### src/rtl/uart_rx_monitor.sv
// rtl/uart_rx_monitor.sv - 8N1 (optionally 8E1) UART receiver with first-word-fall-through receive FIFO
//
// Optional feature macro: UART_MON_PARITY_EN (inserts an even-parity bit between data and stop).
//
// Ports:
//   clk          in   SoC clock, rising edge
//   rst_n        in   asynchronous active-low reset
//   rx_i         in   serial line, idle high, asynchronous to clk
//   clr_i        in   synchronous clear of FIFO and sticky flags
//   rd_en_i      in   pop head entry when rd_valid_o is high
//   rd_data_o    out  FIFO head (8'h00 while empty)
//   rd_valid_o   out  FIFO not empty
//   fifo_count_o out  occupied entries
//   rx_busy_o    out  receiver FSM not idle
//   frame_err_o  out  sticky: stop bit sampled low
//   overflow_o   out  sticky: byte dropped on full FIFO
//   parity_err_o out  sticky: parity mismatch (constant 0 without the macro)

module uart_rx_monitor #(
    parameter int CLKS_PER_BIT = 32,
    parameter int FIFO_DEPTH   = 16
) (
    input  logic                          clk,
    input  logic                          rst_n,
    input  logic                          rx_i,
    input  logic                          clr_i,
    input  logic                          rd_en_i,
    output logic [7:0]                    rd_data_o,
    output logic                          rd_valid_o,
    output logic [$clog2(FIFO_DEPTH):0]   fifo_count_o,
    output logic                          rx_busy_o,
    output logic                          frame_err_o,
    output logic                          overflow_o,
    output logic                          parity_err_o
);

    localparam int CW = $clog2(CLKS_PER_BIT);
    localparam int AW = $clog2(FIFO_DEPTH);
    localparam int NW = AW + 1;
    localparam logic [CW-1:0] HALF_M1 = CW'(CLKS_PER_BIT / 2 - 1);
    localparam logic [CW-1:0] FULL_M1 = CW'(CLKS_PER_BIT - 1);

    typedef enum logic [2:0] {
        S_IDLE   = 3'd0,
        S_START  = 3'd1,
        S_DATA   = 3'd2,
`ifdef UART_MON_PARITY_EN
        S_PARITY = 3'd3,
`endif
        S_STOP   = 3'd4,
        S_WAIT   = 3'd5
    } state_t;

    state_t          state_q;
    state_t          state_d;
    logic            rx_meta;
    logic            rx_s;
    logic [CW-1:0]   cnt;
    logic [2:0]      bit_idx;
    logic [7:0]      shreg;
    logic [7:0]      byte_q;
    logic            push_q;
    logic            ferr_q;
    logic            half_hit;
    logic            bit_hit;
    logic            cnt_run;
    logic            data_smp;
    logic            stop_smp;

    // Two-flop synchronizer; resets to the idle line level so reset never looks like a start bit.
    always_ff @(posedge clk or negedge rst_n) begin
        if (!rst_n) begin
            rx_meta <= 1'b1;
            rx_s    <= 1'b1;
        end else begin
            rx_meta <= rx_i;
            rx_s    <= rx_meta;
        end
    end

    assign half_hit = (cnt == HALF_M1);
    assign bit_hit  = (cnt == FULL_M1);

    // State register
    always_ff @(posedge clk or negedge rst_n) begin
        if (!rst_n) begin
            state_q <= S_IDLE;
        end else begin
            state_q <= state_d;
        end
    end

    // Next-state logic
    always_comb begin
        state_d = state_q;
        case (state_q)
            S_IDLE:  if (!rx_s) state_d = S_START;
            S_START: if (half_hit) state_d = rx_s ? S_IDLE : S_DATA;
            S_DATA: begin
                if (bit_hit && bit_idx == 3'd7) begin
`ifdef UART_MON_PARITY_EN
                    state_d = S_PARITY;
`else
                    state_d = S_STOP;
`endif
                end
            end
`ifdef UART_MON_PARITY_EN
            S_PARITY: if (bit_hit) state_d = S_STOP;
`endif
            S_STOP:  if (bit_hit) state_d = rx_s ? S_IDLE : S_WAIT;
            S_WAIT:  if (rx_s) state_d = S_IDLE;
            default: state_d = S_IDLE;
        endcase
    end

    // Output / control decode
    always_comb begin
        rx_busy_o = (state_q != S_IDLE);
        cnt_run   = 1'b0;
        data_smp  = 1'b0;
        stop_smp  = 1'b0;
        case (state_q)
            S_START:  cnt_run = 1'b1;
            S_DATA: begin
                cnt_run  = 1'b1;
                data_smp = bit_hit;
            end
`ifdef UART_MON_PARITY_EN
            S_PARITY: cnt_run = 1'b1;
`endif
            S_STOP: begin
                cnt_run  = 1'b1;
                stop_smp = bit_hit;
            end
            default: cnt_run = 1'b0;
        endcase
    end

    // Bit timing counter restarts on every state change and after every data sample,
    // so each sample lands one full bit period after the previous one.
    always_ff @(posedge clk or negedge rst_n) begin
        if (!rst_n) begin
            cnt     <= '0;
            bit_idx <= 3'd0;
            shreg   <= 8'h00;
            byte_q  <= 8'h00;
            push_q  <= 1'b0;
            ferr_q  <= 1'b0;
        end else begin
            if (state_d != state_q || data_smp) begin
                cnt <= '0;
            end else if (cnt_run) begin
                cnt <= cnt + CW'(1);
            end
            if (state_q == S_START) begin
                bit_idx <= 3'd0;
            end else if (data_smp) begin
                bit_idx <= bit_idx + 3'd1;
            end
            if (data_smp) begin
                shreg <= {rx_s, shreg[7:1]};
            end
            if (stop_smp) begin
                byte_q <= shreg;
            end
            push_q <= stop_smp & rx_s;
            ferr_q <= stop_smp & ~rx_s;
        end
    end

`ifdef UART_MON_PARITY_EN
    logic perr_q;

    // Even parity: data bits XOR parity bit must be zero.
    always_ff @(posedge clk or negedge rst_n) begin
        if (!rst_n) begin
            perr_q <= 1'b0;
        end else begin
            perr_q <= (state_q == S_PARITY) && bit_hit && (rx_s ^ (^shreg));
        end
    end

    always_ff @(posedge clk or negedge rst_n) begin
        if (!rst_n) begin
            parity_err_o <= 1'b0;
        end else if (clr_i) begin
            parity_err_o <= 1'b0;
        end else if (perr_q) begin
            parity_err_o <= 1'b1;
        end
    end
`else
    assign parity_err_o = 1'b0;
`endif

    // Receive FIFO: occupancy kept in its own counter so full and empty never alias.
    logic [7:0]    mem [FIFO_DEPTH];
    logic [AW-1:0] wr_ptr;
    logic [AW-1:0] rd_ptr;
    logic [NW-1:0] count;
    logic          empty;
    logic          full;
    logic          pop;
    logic          push_ok;

    assign empty   = (count == '0);
    assign full    = (count == NW'(FIFO_DEPTH));
    assign pop     = rd_en_i & ~empty & ~clr_i;
    // A pop on the same edge frees the slot the incoming byte needs.
    assign push_ok = push_q & ~clr_i & (~full | pop);

    always_ff @(posedge clk or negedge rst_n) begin
        if (!rst_n) begin
            wr_ptr      <= '0;
            rd_ptr      <= '0;
            count       <= '0;
            frame_err_o <= 1'b0;
            overflow_o  <= 1'b0;
        end else if (clr_i) begin
            wr_ptr      <= '0;
            rd_ptr      <= '0;
            count       <= '0;
            frame_err_o <= 1'b0;
            overflow_o  <= 1'b0;
        end else begin
            if (push_ok) begin
                wr_ptr <= wr_ptr + AW'(1);
            end
            if (pop) begin
                rd_ptr <= rd_ptr + AW'(1);
            end
            if (push_ok && !pop) begin
                count <= count + NW'(1);
            end else if (pop && !push_ok) begin
                count <= count - NW'(1);
            end
            if (push_q && full && !pop) begin
                overflow_o <= 1'b1;
            end
            if (ferr_q) begin
                frame_err_o <= 1'b1;
            end
        end
    end

    always_ff @(posedge clk) begin
        if (push_ok) begin
            mem[wr_ptr] <= byte_q;
        end
    end

    assign rd_data_o    = empty ? 8'h00 : mem[rd_ptr];
    assign rd_valid_o   = ~empty;
    assign fifo_count_o = count;

endmodule

### config.mk
export PLATFORM = sky130hd
export DESIGN_NAME = uart_rx_monitor
export DESIGN_NICKNAME = d
export VERILOG_FILES = /design/src/rtl/uart_rx_monitor.sv
export SDC_FILE = /design/constraint.sdc
export NUM_CORES = 1
export LEC_CHECK = 0
export ABC_AREA = 1
export CAP_MARGIN = 20
export CORE_ASPECT_RATIO = 1.2
export CORE_MARGIN = 3
export CORE_UTILIZATION = 50
export DETAILED_ROUTE_END_ITERATION = 12
export PLACE_DENSITY = 0.67
export SYNTH_ARGS = -nofsm -noshare
export SYNTH_HDL_FRONTEND = slang
export SYNTH_SLANG_ARGS = --single-unit
### constraint.sdc
create_clock -name clk -period 3.3 [get_ports clk]
set_input_delay 0.66 -clock clk [delete_from_list [all_inputs] [get_ports clk]]
set_output_delay 0.66 -clock clk [all_outputs]
set_load 0.1 [all_outputs]
==> flow_summary.ini <==
[routing]
finalWirelength_mm = 15.7
wire_per_inst_um = 17.2
drc = 0
dr_wl_met3_um = 668
avgViaCountPerCell = 5.31
dr.pass1.iters = 6
final_antenna_net_count = 0
routed.top_layer = met4
drtIter0Drc = 353
wirelength_met1_mm = 6.65
wl_met2_mm = 7.92
vias = 4862

[sta]
fmax_mhz = 338
min_period_over_period = 0.898
fin_setup_tns_ps = 0
fin_worst_skew_ps = 5.21
slew_violations = 0
grt_setup_unrepaired = no
setup_viol = 0
finalCriticalPeriod_ps = 2960
hold_viol = 0
relSlewSlack = 0.447
worst_pin_slew_ps = 829

[synthesis]
synthesis.area_um2 = 7450
avgSynthCellArea_um2 = 11.1
synth-async-reset-ratio = 0.264
ys_seq_area_frac = 0.671
netlist_instances = 671
synth_edf_count = 128
synth_top_area_cell = edfxtp_1
synth_nets = 692
yosysWarnings = 0
ys_types = 34
synth_top_cells_by_area = edfxtp_1 (52%), dfrtp_1 (15%), nand2_1 (7.6%)
yosys.area.top_type_share = 0.516
ys.flop_type = edfxtp_1
synth-seq-cells = 174

[hold_path]
min-delay-path-class = in2async

[power]
power.total_mw = 6.49
ir_drop_v = 0.000808
leakagePower_nw = 3.59
pwr_density_cell_nw_per_um2 = 754

[flow_run]
maxCapViolations = 0

[cts]
path_clk_slew_ps = 60
cts_root_buf = clkbuf_16
cts_hold_buf = 0
cts_buffer_depth = 2
cts_sinks = 174
insertion_delay_ps = 420
numCtsBuffers = 17
htree_levels = 4
cts_tree = built
post_cts_buffers = 0
cts_resized = 0

[final_layout]
multiInputGateArea_um2 = 2220
layout-drive-gt1-share = 0.143
post-route-util = 0.595
post_layout_nonfiller_instances = 915
most-common-layout-cells = nand2_1 (151), edfxtp_1 (128), o21ai_0 (71)
fin_nets = 723
syn2layout_area_growth_pct = 15.7
layout_commonest_cell = nand2_1
regArea_um2 = 5000
nFillCells = 1196
diodes = 0

[die]
io_pins = 23
die_x_um = 117
die_area_um2 = 16400
coreArea_um2 = 14500
die_y_um = 140
fp-row-count = 48
start_util = 0.515

[status]
status = complete, no violations

[global_routing]
overflow = 0
grt_pass1_wl_mm = 25.5
grt_usage = 0.201
grt_pass1_vias = 4901
antenna_found_initial = 0
grt_max_degree = 47

[place]
dpl.hpwl_mm = 10.7
numPortBuffers = 21
gp_congestion = 0.855
place_inst = 882

[worst_setup_path]
worstPathMaxFanout = 41
worstPathRequired_ps = 2640
critPathKind = reg2out
endpoint_kind = output pin
worstSetupStartpointType = register
arrival_ps = 2300
## registers in the layout, summed over array words and instances (netlist names)
register,flops
mem,128
byte_q,8
shreg,8
cnt,5
fifo_count_o,5
rd_ptr,4
wr_ptr,4
bit_idx,3
state_q,3
ferr_q,1
frame_err_o,1
overflow_o,1
push_q,1
rx_meta,1
rx_s,1
## kinds of logic after synthesis
group           after synthesis  share of synthesized area
compound gates              127                     0.0885
xor+xnor                      7                    0.00823
fa+ha+maj                    16                     0.0279
buf+inv                      67                     0.0393
flops                       174                      0.671
mux                           7                    0.00941
other cells                   1                   0.000503
simple gates                272                      0.155
## worst paths after layout
kind / slack (ps) / endpoint / cells past startpoint / from
max: 340 / rd_data_o[3] / 9 / rd_ptr[0]$_DFFE_PN0P_
min: 50 / fifo_count_o[0]$_DFFE_PN0P_ / 1 / rst_n
max reg2reg: 780 / fifo_count_o[4]$_DFFE_PN0P_ / 14 / fifo_count_o[0]$_DFFE_PN0P_
min reg2reg: 360 / rx_s$_DFF_PN1_ / 0 / rx_meta$_DFF_PN1_
max in group asynchronous: 2760 / rx_meta$_DFF_PN1_ / 2 / rst_n
min in group clk: 360 / rx_s$_DFF_PN1_ / 0 / rx_meta$_DFF_PN1_
## Yosys cell counts (4+ instances only)
master,n
buf_4,5
edfxtp_1,128
nand4_1,4
nand2_2,4
nor2_1,69
nor3_1,9
nand2_1,151
nand3_1,18
buf_2,10
o22ai_1,16
inv_2,6
nor2_2,7
ha_1,15
xor2_1,5
nand3_2,5
dfrtp_1,44
a21oi_1,36
o21ai_0,71
clkbuf_1,8
mux2i_1,7
inv_1,34
## routing by layer
layer / GRT usage / vias up
li1: - / 2367
met1: 0.250 / 2322
met2: 0.344 / 138
met3: 0.0337 / 35
met4: 0.0939 / 0
met5: 0 / -
## metrics by stage
stage / cell area, µm² / hold slack, ps / setup slack [ps]
3_5_place_dp: 8000 / 356 / 266
3_3_place_gp: 8000 / 346 / 379
2_1_floorplan: 7510 / 345 / 143
6_report: 8620 / 50.9 / 337
5_1_grt: 8620 / 49.9 / 234
4_1_cts: 8600 / 364 / 370
## layout make-up
type | count | area share
Tap cell | 200 | 0.0290
Clock buffer | 20 | 0.0568
Timing Repair Buffer | 36 | 0.0450
Clock inverter | 12 | 0.0125
Inverter | 43 | 0.0190
Multi-Input combinational cell | 430 | 0.257
Sequential cell | 174 | 0.580
## worst max-delay path: stages, from the launching register on
cell     delay (ps)
dfrtp_2         420
inv_1            70
buf_4           360
o21ai_0         190
o22ai_1         210
nand2_1          90
nand2_1         110
nand2_1         100
nor2_4          130
buf_12          180
## where the power goes
group          leakage [nW]  internal (mW)  switching, mW
Sequential             2.11           2.39         0.0826
Clock                 0.290           1.15          0.814
Combinational          1.20          0.621           1.44
Note: power is estimated with default switching activity, not from simulation.
